--- config.mk ---
export PLATFORM = sky130hd
export DESIGN_NAME = aud_pcm_dsm_out
export DESIGN_NICKNAME = d
export VERILOG_FILES = /design/src/rtl/aud_pcm_dsm_out.sv
export SDC_FILE = /design/constraint.sdc
export NUM_CORES = 1
export LEC_CHECK = 0
export ABC_AREA = 1
export BUFFER_PORTS_ARGS = -buffer_cell sky130_fd_sc_hd__buf_4
export CORE_ASPECT_RATIO = 1.4
export CORE_MARGIN = 4
export CORE_UTILIZATION = 64
export DETAILED_ROUTE_END_ITERATION = 12
export PLACE_DENSITY = 0.82
export SLEW_MARGIN = 20
export SYNTH_ARGS = -nofsm -noshare
export SYNTH_HDL_FRONTEND = slang
export SYNTH_SLANG_ARGS = --single-unit
--- constraint.sdc ---
create_clock -name clock -period 6.7 [get_ports clock]
set_clock_uncertainty 0.1 [all_clocks]
set_input_delay 0.67 -clock clock [delete_from_list [all_inputs] [get_ports clock]]
set_output_delay 0.67 -clock clock [all_outputs]
set_load 0.03 [all_outputs]
--- src/rtl/aud_pcm_dsm_out.sv ---
// Audio output stage: soft mute ramp, shift attenuator, sigma-delta or PWM pin modulation.
// Build option AUD_DSM_ORDER2_EN: second-order saturating sigma-delta with outSat reporting.
module aud_pcm_dsm_out #(
    parameter logic [15:0] TICK_INC = 16'h0290,
    parameter int unsigned RAMP_MAX = 16
) (
    input  logic       clock,
    input  logic       reset,
    input  logic [7:0] pcmInL,
    input  logic [7:0] pcmInR,
    input  logic       cfgMute,
    input  logic [2:0] cfgVol,
    input  logic       cfgMode,
    output logic       outAudL,
    output logic       outAudR,
    output logic       outMuted,
    output logic       outSat
);
    localparam int unsigned GS = $clog2(RAMP_MAX);
    localparam int unsigned GW = GS + 1;
    localparam int unsigned PW = 8 + GW;

    logic [7:0]    hold [2];
    logic [7:0]    smp  [2];
    logic [15:0]   frac;
    logic          tick;
    logic [GW-1:0] gain;
    logic [GW-1:0] gain_next;
    logic [7:0]    cnt;
    logic [7:0]    pwm_u    [2];
    logic [7:0]    scaled   [2];
    logic [7:0]    u        [2];
    logic          pwm_bit  [2];
    logic          dsm_next [2];
`ifdef AUD_DSM_ORDER2_EN
    logic signed [7:0]  x       [2];
    logic signed [8:0]  fb      [2];
    logic signed [12:0] i1_sum  [2];
    logic signed [14:0] i2_sum  [2];
    logic signed [11:0] i1      [2];
    logic signed [11:0] i1_next [2];
    logic signed [13:0] i2      [2];
    logic signed [13:0] i2_next [2];
    logic               dsm     [2];
    logic               sat_any;
`else
    logic [7:0] acc      [2];
    logic [7:0] acc_next [2];
`endif

    // Gain-scaled, attenuated sample; the product always fits, so truncation is lossless.
    function automatic logic [7:0] scale(input logic [7:0] s, input logic [GW-1:0] g,
                                         input logic [2:0] vol);
        logic signed [PW-1:0] p;
        p = $signed({{GW{s[7]}}, s}) * $signed({8'b0, g});
        p = (p >>> GS) >>> vol;
        return 8'(p);
    endfunction

    // Ramp step toward the mute target, saturating at both ends.
    always_comb begin : ramp_step
        gain_next = gain;
        if (cfgMute) begin
            if (gain != '0) gain_next = gain - GW'(1);
        end else if (gain != GW'(RAMP_MAX)) begin
            gain_next = gain + GW'(1);
        end
    end

    // Sample capture, tick generation, gain ramp and mute status.
    always_ff @(posedge clock or negedge reset) begin : capture
        if (!reset) begin
            for (int c = 0; c < 2; c++) begin
                hold[c] <= 8'h00;
                smp[c]  <= 8'h00;
            end
            frac     <= 16'h0000;
            tick     <= 1'b0;
            gain     <= '0;
            outMuted <= 1'b1;
        end else begin
            hold[0] <= pcmInL;
            hold[1] <= pcmInR;
            {tick, frac} <= {1'b0, frac} + {1'b0, TICK_INC};
            if (tick) begin
                for (int c = 0; c < 2; c++) smp[c] <= hold[c];
                gain <= gain_next;
            end
            outMuted <= (gain == '0);
        end
    end

    // Per-channel scaling and next-state of both modulators.
    always_comb begin : modulate
`ifdef AUD_DSM_ORDER2_EN
        sat_any = 1'b0;
`endif
        for (int c = 0; c < 2; c++) begin
            scaled[c]  = scale(smp[c], gain, cfgVol);
            u[c]       = scaled[c] ^ 8'h80;
            pwm_bit[c] = (cnt < pwm_u[c]);
`ifdef AUD_DSM_ORDER2_EN
            x[c]      = $signed(scaled[c]);
            fb[c]     = dsm[c] ? 9'sd128 : -9'sd128;
            i1_sum[c] = 13'(i1[c]) + 13'(x[c]) - 13'(fb[c]);
            i2_sum[c] = 15'(i2[c]) + 15'(i1[c]) - 15'(fb[c]);
            if (i1_sum[c] > 13'sd2047) begin
                i1_next[c] = 12'sd2047;
                sat_any    = 1'b1;
            end else if (i1_sum[c] < -13'sd2047) begin
                i1_next[c] = -12'sd2047;
                sat_any    = 1'b1;
            end else begin
                i1_next[c] = 12'(i1_sum[c]);
            end
            if (i2_sum[c] > 15'sd8191) begin
                i2_next[c] = 14'sd8191;
                sat_any    = 1'b1;
            end else if (i2_sum[c] < -15'sd8191) begin
                i2_next[c] = -14'sd8191;
                sat_any    = 1'b1;
            end else begin
                i2_next[c] = 14'(i2_sum[c]);
            end
            dsm_next[c] = ~i2[c][13];
`else
            {dsm_next[c], acc_next[c]} = {1'b0, acc[c]} + {1'b0, u[c]};
`endif
        end
    end

    // Both modulators always run; cfgMode only picks which one drives the pins.
    always_ff @(posedge clock or negedge reset) begin : modulators
        if (!reset) begin
            cnt     <= 8'h00;
            outAudL <= 1'b0;
            outAudR <= 1'b0;
            outSat  <= 1'b0;
            for (int c = 0; c < 2; c++) begin
                pwm_u[c] <= 8'h80;
`ifdef AUD_DSM_ORDER2_EN
                i1[c]  <= '0;
                i2[c]  <= '0;
                dsm[c] <= 1'b0;
`else
                acc[c] <= 8'h00;
`endif
            end
        end else begin
            cnt <= cnt + 8'd1;
            for (int c = 0; c < 2; c++) begin
                if (cnt == 8'hFF) pwm_u[c] <= u[c];
`ifdef AUD_DSM_ORDER2_EN
                i1[c]  <= i1_next[c];
                i2[c]  <= i2_next[c];
                dsm[c] <= dsm_next[c];
`else
                acc[c] <= acc_next[c];
`endif
            end
            outAudL <= cfgMode ? pwm_bit[0] : dsm_next[0];
            outAudR <= cfgMode ? pwm_bit[1] : dsm_next[1];
`ifdef AUD_DSM_ORDER2_EN
            outSat <= sat_any;
`else
            outSat <= 1'b0;
`endif
        end
    end
endmodule

# Word level (Yosys, flattened, before mapping)
# Index checks and enable logic that the tools add are counted.
# totals
in_bits	23
out_inout_bits	4
ramBits	0
word_cells	41
latchBits	0
mem_bits_ro	0
regBits	97
mem_count	0
# classes
n_lt_le_gt_ge	2
div	0
n_mux	5
n_eq_ne	3
shifts	2
bitwise	2
n_reduce_logical	4
add_sub_neg	6
multipliers	2
# ops
cell	n
$mul A8 B6 Y13	2
$add A8 B8 Y9	2
$sshr A9 B3 Y8	2
$add A16 B10 Y17 const B	1
$lt A8 B8 Y1	2
$mux W5	3
$add A8 B1 Y8 const B	1
$eq A8 B8 Y1 const B	1
$add A5 B1 Y5 const B	1
$logic_not A5 Y1	1
$ne A5 B5 Y1 const B	1
$reduce_bool A5 Y1	1
$sub A5 B1 Y5 const B	1
$reduce_and A3 Y1	1
$mux W1	2
$ne A2 B1 Y1 const B	1
$not A1 Y1	2
$reduce_bool A2 Y1	1

# Logic depth before layout (Yosys ltp)
# Gate-level depths: netlist of the first run.
# logic_depth
ltp_word	5
mapped_depth	33
mapped_depth_nobuf	31

# Least setup slack after synthesis of the first run
# Ideal clock, no wire load.
# synth_path
kind	reg2reg
startpoint	register gain[2]
endpoint	register outAudL
slack_ns	1.195
stages_incl_launch_ff	28
t_required_ns	6.477
arrival_time_ns	5.282
n_path_buf	2
period_less_slack_ns	5.505
path_cell_list	dfrtp_1 > clkbuf_1 > clkbuf_1 > nand2_1 > fa_1 > fa_1 > fa_1 > inv_1 > ha_1 > nand2_1 > nand2_1 > a31oi_1 > nand2_2 > nand2_1 > nand3_1 > nand3_1 > nand3_1 > and2_1 > ha_1 > fa_1 > nand3_1 > nand2_1 > a21oi_1 > o21ai_0 > a21oi_1 > nor2_1 > o21ai_0 > nand2_1
# synth_lines
element	line	source
start: declaration	27	logic [GW-1:0] gain;
start signal: assignment	87	gain <= gain_next;
end signal: assignment	161	outAudL <= cfgMode ? pwm_bit[0] : dsm_next[0];
end: declaration	14	output logic outAudL,

==> impl_summary.md, run 1 <==
CTS
The worst-case clock buffer depth is 2. After clock tree synthesis, the repair step resized 0 gates. The clock net in this run drives a total of 93 sinks. After clock tree synthesis, the clock-pin slew on the worst setup and hold paths is 0.07 ns.

The deepest level of the CTS H-tree is 3. The number of buffers created by CTS is 9. The later pin in the worst-skew pair is clocked with a latency of 0.35 ns. Buffers inserted to repair hold after CTS numbered 0. Buffers added to address setup during post-CTS repair amount to 0. The buffer cell driving the clock tree root is clkbuf_16. The CTS tree is done.

Global route
The global-route wire length before repair is 26,720 µm. The largest net degree at the start of global routing is 60. The number of antenna violations at the first check in global routing is 0. The overall routing resource usage is 0.2265. The via count of the first global-routing pass is 6,355. The total congestion overflow is 0.

STA
Setup violations remaining at the end of the flow were counted as 0. The smallest clock period supported by the final layout is computed as 5.872 ns. The final-layout worst hold slack is 0.1532 ns. The transition time at the pin with the least slew margin is 0.7392 ns.

The sum of negative setup slack is 0 ns. The max-slew headroom at the worst pin is 0.5072. Based on the critical path, the design can be clocked at up to 0.1703 GHz. The final number of hold-violating endpoints is 0. Setup repair after global routing left no endpoint under its margin. The share of the clock period used by the worst path is 0.8765. The number of max-slew violations in the final report is 0.

Die
For this configuration, the core starts out at a cell density of 0.6530. The total I/O pin count is 27. The height of the chip is 140.6 µm. The initialized floorplan defines 48 standard-cell rows. The core region is 12,310 µm². The floorplan step set the die width to 102.7 µm. The floorplan step defined a die boundary enclosing 14,450 µm².

Synth
Of the synthesized area, sequential elements account for 0.2899. The synthesized-area fraction occupied by adder cells is 0.2406. The number of enable-type register cells in the synthesized netlist is 0.

The area fraction in and, or, nand and nor cells after synthesis is 0.2580. The area fraction in compound gates after synthesis is 0.04155. Counting every net in the synthesized netlist gives 1,202. The cell area that synthesis handed to floorplanning was 8040 µm². Of the post-synthesis cell area, the part taken by muxes is 0. The count of synthesis-stage warnings from yosys is 0. Of the post-synthesis cell area, the dominant cell type holds 0.2801.

The post-synthesis xor/xnor area fraction is 0.04560. The cell count after synthesis is 1,055. The largest total area in the synthesized netlist belongs to dfrtp_1. The number of unique standard cell types used by synthesis is 41. The average instance area after synthesis is 7.621 µm². The most common flop cell mapped by yosys is dfrtp_1.

The async set-or-reset flop fraction in the synthesized netlist is 1.000. After synthesis, the largest family of logic cells by area is simple AND/OR/NAND/NOR gates. The synthesized design contains 93 register bits. Yosys attributes the largest share of cell area to dfrtp_1 (28%), nand2_1 (15%), fa_1 (13%).

Routing
The highest metal layer with signal wires is met4. For this block, the via count after detailed routing is 6,283. The routed design has 14,690 µm of wire. The met2 wire length is 7895 µm. After detailed routing, the wire length on met1 is 6022 µm. The first-pass iteration count of the detailed router is 7.

Summed over all nets, wire length on met3 after detailed routing comes to 385 µm. The detail route stage leaves a number of antenna-violating nets equal to 0. The detailed-route vias per instance is 5.129.

The number of DRC violations after detailed-routing iteration 0 is 275. In the routed design, unresolved DRC markers number 0. The average routed wire per standard cell is 11.99 µm.

Worst hold path
The worst hold path belongs to the class primary input to asynchronous set/reset pin.

Cells and area
Fill cells in the final layout number 956. The final instance area is 8598 µm². The number of antenna cells inserted is 0.

For this run, the post-layout net count is 1,217. The share of final-layout standard cells stronger than drive strength 1 is 0.07535. The synthesis-to-layout area growth is 6.941%.

Setup path
The maximum fanout count along the critical path is 18. The largest single stage delay on the critical path is 0.79 ns. The data required time of the critical path is 6.84 ns. The worst endpoint data arrival time is 6.01 ns. The element type at the critical path end is a flip-flop. The highest-delay cell along the critical path is dfrtp_1. The kind of start point of the critical path is a flip-flop. The start-to-end type of the worst setup path is flip-flop to flip-flop.

The most frequent cell on the critical path is nand2_1.

Placed design
The weighted congestion at the end of routability-driven global placement is 0.8697. The wire-length estimate of the detail-placed layout is 11,810 µm. The placed cell area is 8317 µm². The number of port buffers is 25.

Outcome
The flow ran to the end, and the final reports show no timing, DRC or antenna violations.

Power and ir drop
The worst supply voltage drop on vdd is 159.2 µV. Dividing total power by cell area gives a power density of 165.8 nW/µm². The leakage power total is 5.343 nW.

Job
The max-capacitance violation count is 0.
==> final timing paths <==
path	start	endpoint	slack [ns]	depth (start not counted)
max in group asynchronous	reset	frac[6]	5.26	2
worst min register to register	hold[11]	smp[11]	0.35	2
min in group clock	pcmInL[6]	hold[14]	0.32	1
worst max register to register	gain[1]	outAudL	0.83	25
worst min-delay path	reset	outAudR	0.15	1
worst max-delay path	gain[1]	outAudL	0.83	25
==> layout by cell type, fill, tap and decap left out, types with 9 or more instances in the layout <==
master     instances
nand2_1          331
inv_1            229
dfrtp_1           90
nand3_1           79
ha_1              73
fa_1              51
a21oi_1           31
xor2_1            27
buf_4             27
nor2_1            21
nand2_2           16
o21ai_0           14
xnor2_1           13
nand3_2           10
clkbuf_16          9
==> metal layers <==
| layer | track usage | vias to the layer above |
|---|---|---|
| met2 | 0.4166 | 92 |
| li1 | - | 3214 |
| met4 | 0.08527 | 0 |
| met5 | 0 | - |
| met3 | 0.02277 | 30 |
| met1 | 0.2664 | 2947 |
==> metrics by stage <==
step	worst slack (ns)	instances	util	total power, mW
floorplan	1.195	1055	-	0.8753
global placement	0.9710	1209	0.6755	0.9407
detailed placement	0.8340	1209	0.6755	0.9501
CTS	0.8299	1225	0.6984	1.436
global route	0.2393	1225	0.6984	1.499
finish	0.8277	1225	0.6984	1.425
==> critical path, delay by kind of cell (launching register included) <==
kind | cells | cell delay (ns)
fa+ha+maj | 6 | 2.75
simple gates | 13 | 1.28
compound gates | 5 | 0.80
flops | 1 | 0.79
buf+inv | 1 | 0.04
==> cell families (layout without fill, tap and decap cells) <==
group / Yosys count / count (layout)
XOR/XNOR: 41 / 41
AND/OR/NAND/NOR: 478 / 478
buffers and inverters: 258 / 278
flip-flops: 93 / 93
adder cells (fa/ha/maj): 124 / 124
AO/OA/AOI/OAI: 60 / 60
other: 1 / 1
==> sequential cells by signal, summed over array words and instances (netlist names) <==
register	cells
gain	5
outAudL	1
frac	12
hold	16
smp	16
acc	16
outAudR	1
pwm_u	16
cnt	8
tick	1
outMuted	1
==> report_power, final <==
| part | switching, mW | total (mW) | internal, mW |
|---|---|---|---|
| sequential | 0.0315 | 0.655 | 0.624 |
| combinational | 0.164 | 0.285 | 0.121 |
| clock | 0.229 | 0.485 | 0.256 |
==> cells in the mapped netlist, drive strengths merged, types with 2 or more instances <==
| cell | n |
|---|---|
| xnor2 | 13 |
| a21boi | 2 |
| nand3 | 89 |
| clkinv | 3 |
| nor3 | 2 |
| o21bai | 6 |
| nor2 | 23 |
| ha | 73 |
| and2 | 5 |
| a21oi | 31 |
| nand4 | 2 |
| clkbuf | 11 |
| o211ai | 3 |
| dfstp | 3 |
| fa | 51 |
| o21ai | 15 |
| dfrtp | 90 |
| nand2 | 349 |
| xor2 | 28 |
| inv | 232 |
| buf | 12 |
| nand3b | 5 |
==> area by class of cell <==
cell class | instances | area (µm²) | area share
clock buffer | 9 | 225.2 | 0.02619
clock inverter | 7 | 56.30 | 0.006548
inverter | 235 | 882.1 | 0.1026
multi-input combinational | 704 | 4713 | 0.5482
sequential | 93 | 2331 | 0.2711
tap | 150 | 187.7 | 0.02183
timing repair buffer | 27 | 202.7 | 0.02357
(Power assumes the default switching activity.)
==> inputs of run 2 (changes only) <==
--- a/config.mk
+++ b/config.mk
@@ -5,8 +5,8 @@
 export SDC_FILE = /design/constraint.sdc
 export NUM_CORES = 1
 export LEC_CHECK = 0
-export ABC_AREA = 1
 export BUFFER_PORTS_ARGS = -buffer_cell sky130_fd_sc_hd__buf_4
+export CAP_MARGIN = 20
 export CORE_ASPECT_RATIO = 1.4
 export CORE_MARGIN = 4
 export CORE_UTILIZATION = 64
==> impl_summary.md, run 2 <==
Synth
The number of unique standard cell types used by synthesis is 79. In the synthesized netlist, the cells that appear most often are inv_1 (112), dfrtp_1 (90), ha_1 (73). The most numerous cell in the Yosys netlist is inv_1. The number of nets produced by synthesis is 947. The biggest area contributor in the post-synthesis netlist is dfrtp_1. Of the synthesized area, sequential elements account for 0.2977.

Yosys attributes the largest share of cell area to dfrtp_1 (29%), fa_1 (13%), ha_1 (12%). The async set-or-reset flop fraction in the synthesized netlist is 1.000. The flop and latch count out of synthesis is 93. The share of Yosys cell area claimed by the top area cell type is 0.2877.

The post-synthesis cell area is 7829 µm². Synthesis handed over a netlist of 800 instances. The average instance area after synthesis is 9.786 µm². During synthesis, Yosys emitted a total of 0 warnings. The number of enable-type register cells in the synthesized netlist is 0. Among all flip-flop cells after synthesis, the most frequent one is dfrtp_1.

Power and ir drop
The worst supply voltage drop on vdd is 155.2 µV. The internal cell power is 0.9970 mW. Summed over all nets, the switching power comes to 0.3909 mW. The relative contribution of the clock network to total power is 0.354.

The portion of total power attributed to combinational logic is 0.180. The switching share of power is 0.2817. The power density over the cells is 165.6 nW/µm².

The sequential group share of total power is 0.466. The leakage power total is 4.149 nW.

Routing
The total wire length after detailed routing is 15,110 µm. The first TritonRoute pass finished after 5 iterations. The number of design rule violations left after detail routing is 0. The number of DRC violations after detailed-routing iteration 0 is 152. The detailed-route vias per instance is 5.864.

The routed via count is 5,641. The average routed wire per standard cell is 15.71 µm. The number of nets with antenna violations after routing is 0.

Cells and area
The most common library cell in the layout ignoring fill and taps is inv_1. The library cells used most frequently in the layout, excluding fill and tap cells, are inv_1 (112), dfrtp_1 (88), ha_1 (73). The share of final-layout standard cells stronger than drive strength 1 is 0.1190. The area growth from synthesis to layout is 7.032%. The layout has 870 filler cells. The non-filler instance count after layout is 962. The number of antenna cells inserted is 0. The net count of the finished layout is 957.

Die
The height of the chip is 138.9 µm. The die is 101.5 µm wide. The total I/O pin count is 27. The die area is 14,090 µm². The core footprint is 11,880 µm². The number of cell rows is 47.

For this configuration, the core starts out at a cell density of 0.6590.

Setup path
Of all nets on the critical path, the largest fanout is 19. The highest-delay cell along the critical path is dfrtp_1. At the worst endpoint, the required time is 6.84 ns.

Data on the critical path arrives at its endpoint at 6.38 ns. The start-to-end type of the worst setup path is flip-flop to flip-flop. The largest single stage delay on the critical path is 0.56 ns.

Walking the worst path, the cells encountered are and2_1, fa_1, ha_1, ha_1, nand4b_1, or2_2, fa_1, nor2b_1, o2111ai_1, and3_1, o21a_1, a21o_1, o21ai_0, nand2_1, ha_1, fa_1, a21o_1, a21oi_1, nor2b_1, o21a_1, o21ai_0, a221o_1, a31oi_1. The worst setup path is captured at a flip-flop. Broken down by cell family, the worst path's largest delay share belongs to adder cells. STA classifies the critical path startpoint as a flip-flop.

Together, buffers and inverters on the worst path number 0.

CTS
The root buffer cell chosen for the clock tree is clkbuf_16. The clock passes through at most 2 buffers. Counting the buffers created by CTS gives 9. The deepest level of the CTS H-tree is 3.

TritonCTS built the clock tree. At the later pin of the worst-skew pair, clock insertion delay measures 0.36 ns. The clock sink total is 93.

The clock slew at the register clock pins of the worst setup and hold paths is 0.07 ns. For this design, the CTS-stage hold fixing added 0 buffers.

Outcome
The flow ran to the end, and the final reports show no timing, DRC or antenna violations.

STA
The share of the clock period used by the worst path is 0.9310. Setup repair after global routing left no endpoint under its margin. The number of max-slew violations in the final report came to 0. The final number of hold-violating endpoints came to 0. The final critical-path required period is 6.238 ns. Headroom to the max-slew limit came out at 0.4398.

The final setup violation count is 0. Final hold analysis gives a worst-case slack of 0.1540 ns. The sum of negative setup slack is 0 ns.

The fmax is 0.1603 GHz. The transition time at the pin with the least slew margin is 0.8404 ns.

Placed design
The sum of net half-perimeters after detailed placement is 12,100 µm. The placed instance count is 946. The count of buffers added on input and output ports is 25. At the end of routability-driven placement, the weighted congestion stood at 0.9335.

Job
The max-capacitance violation count is 0.

Global route
Entering global routing, the biggest net connects 59 pins. The via count of the first global-routing pass is 6,017. The total congestion overflow is 0. The overall routing resource usage is 0.2316.

The number of antenna violations at the first check in global routing is 0. The global-route wire length before repair is 26,690 µm.

Worst hold path
The path class of the tightest hold or removal check is primary input to asynchronous set/reset pin.
run 2: cell types whose count changed in the layout (fill, tap and decap cells not counted), moves of 19 or more:
cell | before | now
inv_1 | 229 | 112
nand2_1 | 331 | 44
and2_1 | 5 | 61
nand3_1 | 79 | 13
mux2_2 | 0 | 24
xnor2_1 | 13 | 32
run 2: final timing paths:
| kind | endpoint | cells past startpoint | from | slack (ns) |
|---|---|---|---|---|
| min in group clock | hold[15] | 1 | pcmInL[7] | 0.31 |
| hold / removal | acc[15] | 1 | reset | 0.15 |
| max in group asynchronous | gain[0] | 2 | reset | 5.23 |
| setup / recovery | outAudL | 23 | gain[2] | 0.46 |
| setup reg to reg | outAudL | 23 | gain[2] | 0.46 |
| hold reg to reg | frac[12] | 1 | frac[12] | 0.37 |
run 2: routing by layer:
layer  track usage  wire, µm  part of all wire  vias to the layer above
li1              -         -                 -                     2704
met2        0.4110      8008              0.53                      129
met3       0.03573       430             0.028                       51
met4        0.1176       713             0.047                        0
met1        0.2630      5962              0.39                     2757
met5             0         0                 0                        -
run 2: cell families after synthesis:
kind of cell    after synthesis  share of synthesized area
simple gates                213                     0.1472
fa+ha+maj                   124                     0.2471
xor+xnor                     52                    0.06089
compound gates              144                     0.1295
buf+inv                     140                    0.06920
flops                        93                     0.2977
other cells                   1                  0.0004790
mux                          33                    0.04795
run 2: stage by stage:
stage	power, mW	utilization	cell area (µm²)	worst slack [ns]
floorplan	0.8354	-	7829	1.015
global placement	0.8889	0.6811	8090	0.6172
detailed placement	0.9087	0.6811	8090	0.4539
CTS	1.402	0.7052	8377	0.4109
global route	1.456	0.7054	8379	0.06623
finish	1.388	0.7054	8379	0.4621
run 2: area by class of cell:
type                    instances  area [µm²]  area share
clock buffers                   9       225.2     0.02688
clock inverters                 7       61.31    0.007317
inverters                     113       424.2     0.05062
multi-input cells             567        4956      0.5915
flip-flops and latches         93        2333      0.2785
well taps                     147       183.9     0.02195
repair buffers                 26       195.2     0.02329
run 2: timing repair:
action | 4_1_cts | 5_1_grt
resized for setup | 0 | 2
setup endpoints to repair | 0 | 2
setup buffers | 0 | 0
run 2: power groups by stage:
| stage | Combinational (mW) | Sequential, mW | Clock (mW) |
|---|---|---|---|
| after floorplan | 0.175 | 0.661 | 0 |
| after CTS | 0.253 | 0.649 | 0.500 |
| after global placement | 0.234 | 0.655 | 0 |
| after global routing | 0.282 | 0.652 | 0.522 |
| final | 0.249 | 0.647 | 0.491 |
| after detailed placement | 0.250 | 0.659 | 0 |
